**src/rtl/thermal_pkg.sv**
```systemverilog
// Shared state encoding and default timing constants for the thermal shutdown controller.
package thermal_pkg;

  localparam int unsigned DEF_DEBOUNCE_CYCLES = 4;
  localparam int unsigned DEF_WARN_TIMEOUT    = 16;
  localparam int unsigned DEF_COOLDOWN_CYCLES = 32;
  localparam int unsigned DEF_CNT_W           = 8;

  localparam int unsigned STATE_W = 2;

  // ST_ILLEGAL is never entered by design; it exists so the fail-safe decode is explicit.
  typedef enum logic [STATE_W-1:0] {
    ST_RUN     = 2'd0,
    ST_WARN    = 2'd1,
    ST_OFF     = 2'd2,
    ST_ILLEGAL = 2'd3
  } state_t;

endpackage

```
**src/rtl/thermal_shutdown_ctrl_level_debounce.sv**
```systemverilog
// Level debouncer: output follows the input only after it has differed for DEBOUNCE_CYCLES consecutive cycles.
module level_debounce #(
  parameter int unsigned DEBOUNCE_CYCLES = 4,
  parameter int unsigned CNT_W           = 8
) (
  input  logic clk,
  input  logic reset,
  input  logic din,
  output logic dout
);

  logic [CNT_W-1:0] r_cnt;
  logic             r_dout;

  always_ff @(posedge clk) begin
    if (reset) begin
      r_cnt  <= '0;
      r_dout <= 1'b0;
    end else if (din == r_dout) begin
      r_cnt <= '0;
    end else if (r_cnt == CNT_W'(DEBOUNCE_CYCLES - 1)) begin
      r_dout <= din;
      r_cnt  <= '0;
    end else begin
      r_cnt <= r_cnt + CNT_W'(1);
    end
  end

  assign dout = r_dout;

endmodule

```
**src/rtl/thermal_shutdown_ctrl.sv**
```systemverilog
// CPU thermal protection sequencer: debounced overheat -> throttle/warn -> forced power-off,
// with release only after a full cool-down and a power-button press.
module thermal_shutdown_ctrl
  import thermal_pkg::*;
#(
  parameter int unsigned DEBOUNCE_CYCLES = DEF_DEBOUNCE_CYCLES,
  parameter int unsigned WARN_TIMEOUT    = DEF_WARN_TIMEOUT,
  parameter int unsigned COOLDOWN_CYCLES = DEF_COOLDOWN_CYCLES,
  parameter int unsigned CNT_W           = DEF_CNT_W
) (
  input  logic               clk,
  input  logic               reset,
  input  logic               cpu_overheated,
  input  logic               sw_ack,
  input  logic               power_button,
  output logic               throttle,
  output logic               warn_irq,
  output logic               shut_off_computer,
  output logic               cool_ready,
  output logic [STATE_W-1:0] state_o
);

  localparam logic [CNT_W-1:0] WARN_LAST = CNT_W'(WARN_TIMEOUT - 1);
  localparam logic [CNT_W-1:0] COOL_MAX  = CNT_W'(COOLDOWN_CYCLES);

  logic             w_overheat_f;
  state_t           r_state;
  state_t           w_state_nxt;
  logic [CNT_W-1:0] r_warn_cnt;
  logic [CNT_W-1:0] w_warn_cnt_nxt;
  logic [CNT_W-1:0] r_cool_cnt;
  logic [CNT_W-1:0] w_cool_cnt_nxt;
  logic             r_throttle;
  logic             r_warn_irq;
  logic             r_shut_off;
  logic             r_cool_ready;

  level_debounce #(
    .DEBOUNCE_CYCLES (DEBOUNCE_CYCLES),
    .CNT_W           (CNT_W)
  ) u_overheat_deb (
    .clk   (clk),
    .reset (reset),
    .din   (cpu_overheated),
    .dout  (w_overheat_f)
  );

  // Next-state and counter updates; the illegal encoding falls into OFF as the safe state.
  always_comb begin
    w_state_nxt    = r_state;
    w_warn_cnt_nxt = r_warn_cnt;
    w_cool_cnt_nxt = r_cool_cnt;
    case (r_state)
      ST_RUN: begin
        if (w_overheat_f) begin
          w_state_nxt    = ST_WARN;
          w_warn_cnt_nxt = '0;
        end
      end
      ST_WARN: begin
        if (sw_ack || (r_warn_cnt == WARN_LAST)) begin
          w_state_nxt    = ST_OFF;
          w_cool_cnt_nxt = '0;
        end else if (!w_overheat_f) begin
          w_state_nxt = ST_RUN;
        end else begin
          w_warn_cnt_nxt = r_warn_cnt + CNT_W'(1);
        end
      end
      ST_OFF: begin
        if (power_button && (r_cool_cnt == COOL_MAX)) begin
          w_state_nxt = ST_RUN;
        end else if (w_overheat_f) begin
          w_cool_cnt_nxt = '0;
        end else if (r_cool_cnt != COOL_MAX) begin
          w_cool_cnt_nxt = r_cool_cnt + CNT_W'(1);
        end
      end
      default: begin
        w_state_nxt    = ST_OFF;
        w_cool_cnt_nxt = '0;
      end
    endcase
  end

  // Outputs are registered alongside the state so none of them see an input combinationally.
  always_ff @(posedge clk) begin
    if (reset) begin
      r_state      <= ST_RUN;
      r_warn_cnt   <= '0;
      r_cool_cnt   <= '0;
      r_throttle   <= 1'b0;
      r_warn_irq   <= 1'b0;
      r_shut_off   <= 1'b0;
      r_cool_ready <= 1'b0;
    end else begin
      r_state      <= w_state_nxt;
      r_warn_cnt   <= w_warn_cnt_nxt;
      r_cool_cnt   <= w_cool_cnt_nxt;
      r_throttle   <= (w_state_nxt == ST_WARN);
      r_warn_irq   <= (w_state_nxt == ST_WARN) && (r_state != ST_WARN);
      r_shut_off   <= (w_state_nxt == ST_OFF);
      r_cool_ready <= (w_state_nxt == ST_OFF) && (w_cool_cnt_nxt == COOL_MAX);
    end
  end

  assign throttle          = r_throttle;
  assign warn_irq          = r_warn_irq;
  assign shut_off_computer = r_shut_off;
  assign cool_ready        = r_cool_ready;
  assign state_o           = r_state;

endmodule
```
**config.mk**
```make
export PLATFORM = sky130hd
export DESIGN_NAME = thermal_shutdown_ctrl
export DESIGN_NICKNAME = d
export VERILOG_FILES = /design/src/rtl/thermal_pkg.sv /design/src/rtl/thermal_shutdown_ctrl_level_debounce.sv /design/src/rtl/thermal_shutdown_ctrl.sv
export SDC_FILE = /design/constraint.sdc
export NUM_CORES = 1
export LEC_CHECK = 0
export ABC_CLOCK_PERIOD_IN_PS = 2310
export CAP_MARGIN = 20
export CORE_MARGIN = 2
export CORE_UTILIZATION = 50
export CTS_CLUSTER_SIZE = 24
export DETAILED_ROUTE_END_ITERATION = 8
export PLACE_DENSITY = 0.81
export SYNTH_ARGS = -nofsm -noshare
export SYNTH_HDL_FRONTEND = slang
export SYNTH_SLANG_ARGS = --single-unit
```
**constraint.sdc**
```tcl
create_clock -name clk -period 2.31 [get_ports clk]
set_input_delay 0.231 -clock clk [delete_from_list [all_inputs] [get_ports clk]]
set_output_delay 0.231 -clock clk [all_outputs]
set_load 0.05 [all_outputs]
```
==> run_results.csv <==
group,metric,value,unit
run_status,status,"finished, final reports clean",
logic_synthesis,async_flop_share,0,
critical_path,path_max_fanout,8,
clocking,cts-root-buf,"clkbuf_4",
finish,fill_cells,254,
clocking,cts_buffers,5,
timing,rsz0062_at_grt,"no",
critical_path,end_kind,"register",
global_routing,grt.total_usage,0.220,
placed_design,dp_slack,0.247,ns
clocking,cts_tree,"done",
logic_synthesis,synth_cells,181,
logic_synthesis,yosysWarningCount,0,
timing,tns,0,ns
logic_synthesis,synth_top_cell_by_area,"dfxtp_1",
power_and_ir_drop,p_leak,0.596,nW
global_routing,top_usage_layer,"met2",
route,drt_iter0_drc,90,
hold_path,hold_path_class,"reg -> reg",
logic_synthesis,synth_edf_count,0,
timing,post-route-min-period,2.09,ns
critical_path,cp_top_family,"simple AND/OR/NAND/NOR gates",
global_routing,gr-usage-met3,0.0655,
floorplanning,dieArea,0.00354,mm²
critical_path,crit_chain,"inv_1 > ha_1 > nor3b_1 > and2_1 > o221ai_1 > a32o_1 > nor4_2",
global_routing,grt_pass1_vias,1350,
clocking,path_clk_slew,0.11,ns
critical_path,cp-start-kind,"register",
critical_path,worstRegToRegCells,7,
critical_path,critPathArrivalTime,2.33,ns
critical_path,slowest_stage,"dfxtp_1",
logic_synthesis,synth_area,0.00154,mm²
logic_synthesis,synth_most_common_cell,"dfxtp_1",
timing,final_max_slew_viol_count,0,
critical_path,rrSetupSlack,0.22,ns
placed_design,dp_hpwl,2440,µm
placed_design,place.gp.congestion,0.949,
floorplanning,start_util,0.517,
hold_path,hold_end,"u_overheat_deb.r_cnt[0]",
route,ant_nets,0,
timing,tightest_slew,0.560,ns
logic_synthesis,ys_ff_latch,31,
finish,nets,205,
floorplanning,fp.dieW,59.5,µm
logic_synthesis,yosysTopAreaCellShare,0.403,
power_and_ir_drop,powerDensity,567,mW/mm²
route,drcViolationCount,0,
route,num_vias,1413,
hold_path,hold_start,"u_overheat_deb.r_cnt[0]",
logic_synthesis,ys.flop_type,"dfxtp_1",
global_routing,antenna_found_initial,0,
global_routing,met1_usage,0.262,
route,firstDrtPassIters,4,
route,vias_per_cell,6.14,
clocking,clk_latency,0.34,ns
global_routing,met2_usage,0.349,
timing,fin_crit_sh,0.905,
finish,syn_to_final_growth,14.6,%
logic_synthesis,synth_cell_types,48,
clocking,post_cts_buffers,0,
critical_path,max_stage_delay,0.40,ns
route,drt_wl_total,3420,µm
critical_path,cp.required,2.55,ns
critical_path,crit_type,"reg -> reg",
floorplanning,core,0.00298,mm²
clocking,clock_path_buffers,2,
clocking,clkSinkCount,31,
global_routing,grt_first_pass_wirelength,5780,µm
timing,timing.slew.headroom,0.626,
floorplanning,io_pins,11,
logic_synthesis,synthTopCellsByArea,"dfxtp_1 (40%), nor2_1 (4.9%), xnor2_1 (4.6%)",
clocking,cts_resized,0,
timing,finalClockSkew,0.0148,ns
finish,final_layout_size_suffix_gt1_frac,0.0964,
timing,worst_slack,0.220,ns
route,wire_per_inst,14.9,µm
timing,setup-violations-final,0,
critical_path,r2r-end,"cool_ready",
hold_path,whs_path_depth,1,
finish,diodes,0,
floorplanning,die_h,59.5,µm
critical_path,path_buf_inv,1,
logic_synthesis,synth_common_cells,"dfxtp_1 (31), nor2_1 (20), nand2_1 (15), a21oi_1 (13), nand3_1 (10)",
timing,finalHoldViolCount,0,
floorplanning,rows,20,
global_routing,grt_max_degree,14,
placed_design,io_buffers,10,
global_routing,grt_overflow,0,
logic_synthesis,synth_fp_nets,190,
logic_synthesis,syn_avg_cell_area,8.50,µm²
critical_path,r2r-start,"r_cool_cnt[0]",
clocking,holdBufCountCts,0,
logic_synthesis,seq_area_frac_synth,0.403,
critical_path,setup.worst_path.start,"r_cool_cnt[0]",
power_and_ir_drop,irDropWorstVdd,0.000408,V
flow_run,maxCapViolCount,0,
clocking,cts-htree-levels,2,
timing,max_freq,479,MHz
## cells by family (layout without fill, tap and decap cells)
| group | Yosys count | in the layout | share of synthesized area |
|---|---|---|---|
| and+or+nand+nor | 80 | 80 | 0.283 |
| DFF | 31 | 31 | 0.403 |
| buffers and inverters | 12 | 28 | 0.0309 |
| muxes | 1 | 1 | 0.00732 |
| AOI/OAI and AO/OA | 40 | 40 | 0.169 |
| xor gates and xnor gates | 13 | 13 | 0.0740 |
| adders and majority gates | 4 | 4 | 0.0325 |
## metrics by stage
stage	area, µm²	util	instances	power (mW)	hold WS, ns
floorplan	1540	-	181	0.567	0.379
global placement	1680	0.565	222	0.581	0.430
detailed placement	1680	0.565	222	0.582	0.438
CTS	1760	0.592	230	1.01	0.463
global route	1760	0.592	230	1.04	0.485
finish	1760	0.592	230	1.00	0.461
## metal layers
metal | routed length, µm | share of wire | vias up
li1 | - | - | 692
met1 | 1460 | 0.43 | 654
met2 | 1630 | 0.48 | 53
met3 | 222 | 0.065 | 14
met4 | 113 | 0.033 | 0
met5 | 0 | 0 | -
## registers in the layout (all words and copies together), names as in the netlist
signal	count
u_overheat_deb.dout	1
u_overheat_deb.r_cnt	8
shut_off_computer	1
r_warn_cnt	8
cool_ready	1
throttle	1
state_o	2
warn_irq	1
r_cool_cnt	8
## layout by cell type, fill, tap and decap left out, types with 2 or more instances in the layout
master,instances
xnor2_1,8
nand3_1,10
clkdlybuf4s50_1,10
or3_1,3
nand4_1,4
a21oi_1,13
xor2_1,5
dfxtp_1,31
buf_4,3
o21ai_1,2
a211oi_1,2
clkbuf_4,5
nor2_1,20
o21ai_0,6
o31ai_1,2
and2_1,2
nand2b_1,2
and3_1,2
inv_1,7
o211ai_1,2
nand2_1,15
ha_1,4
or4_1,2
nor3_1,5
nor4_1,3
a21boi_0,2
nor4b_1,2
## worst reg2reg max path, stage by stage, from the launching register on
cell and delay [ns]:
dfxtp_1 0.40, inv_1 0.11, ha_1 0.15, nor3b_1 0.37
and2_1 0.32, o221ai_1 0.17, a32o_1 0.23, nor4_2 0.26
## worst max path at each step
stage                                to  slack [ns]  depth (start not counted)
after floorplan           r_cool_cnt[6]        0.33                          5
after global placement       cool_ready        0.37                          5
after detailed placement     cool_ready        0.25                          6
after CTS                    cool_ready        0.23                          6
after global routing         cool_ready        0.07                          7
final                        cool_ready        0.22                          7
## layout make-up
class | instances | area [µm²] | area share
multi-input cells | 138 | 871 | 0.494
repair buffers | 13 | 123 | 0.0696
clock inverters | 3 | 43.8 | 0.0248
well taps | 33 | 41.3 | 0.0234
clock buffers | 5 | 37.5 | 0.0213
flip-flops and latches | 31 | 621 | 0.352
inverters | 7 | 26.3 | 0.0149
## power by group
part	internal [mW]	switching, mW	leakage, nW	total [mW]
Combinational	0.0133	0.0173	0.301	0.0307
Clock	0.228	0.202	0.0452	0.430
Sequential	0.537	0.00259	0.250	0.539
No activity file was read; power rests on OpenSTA's default activity.
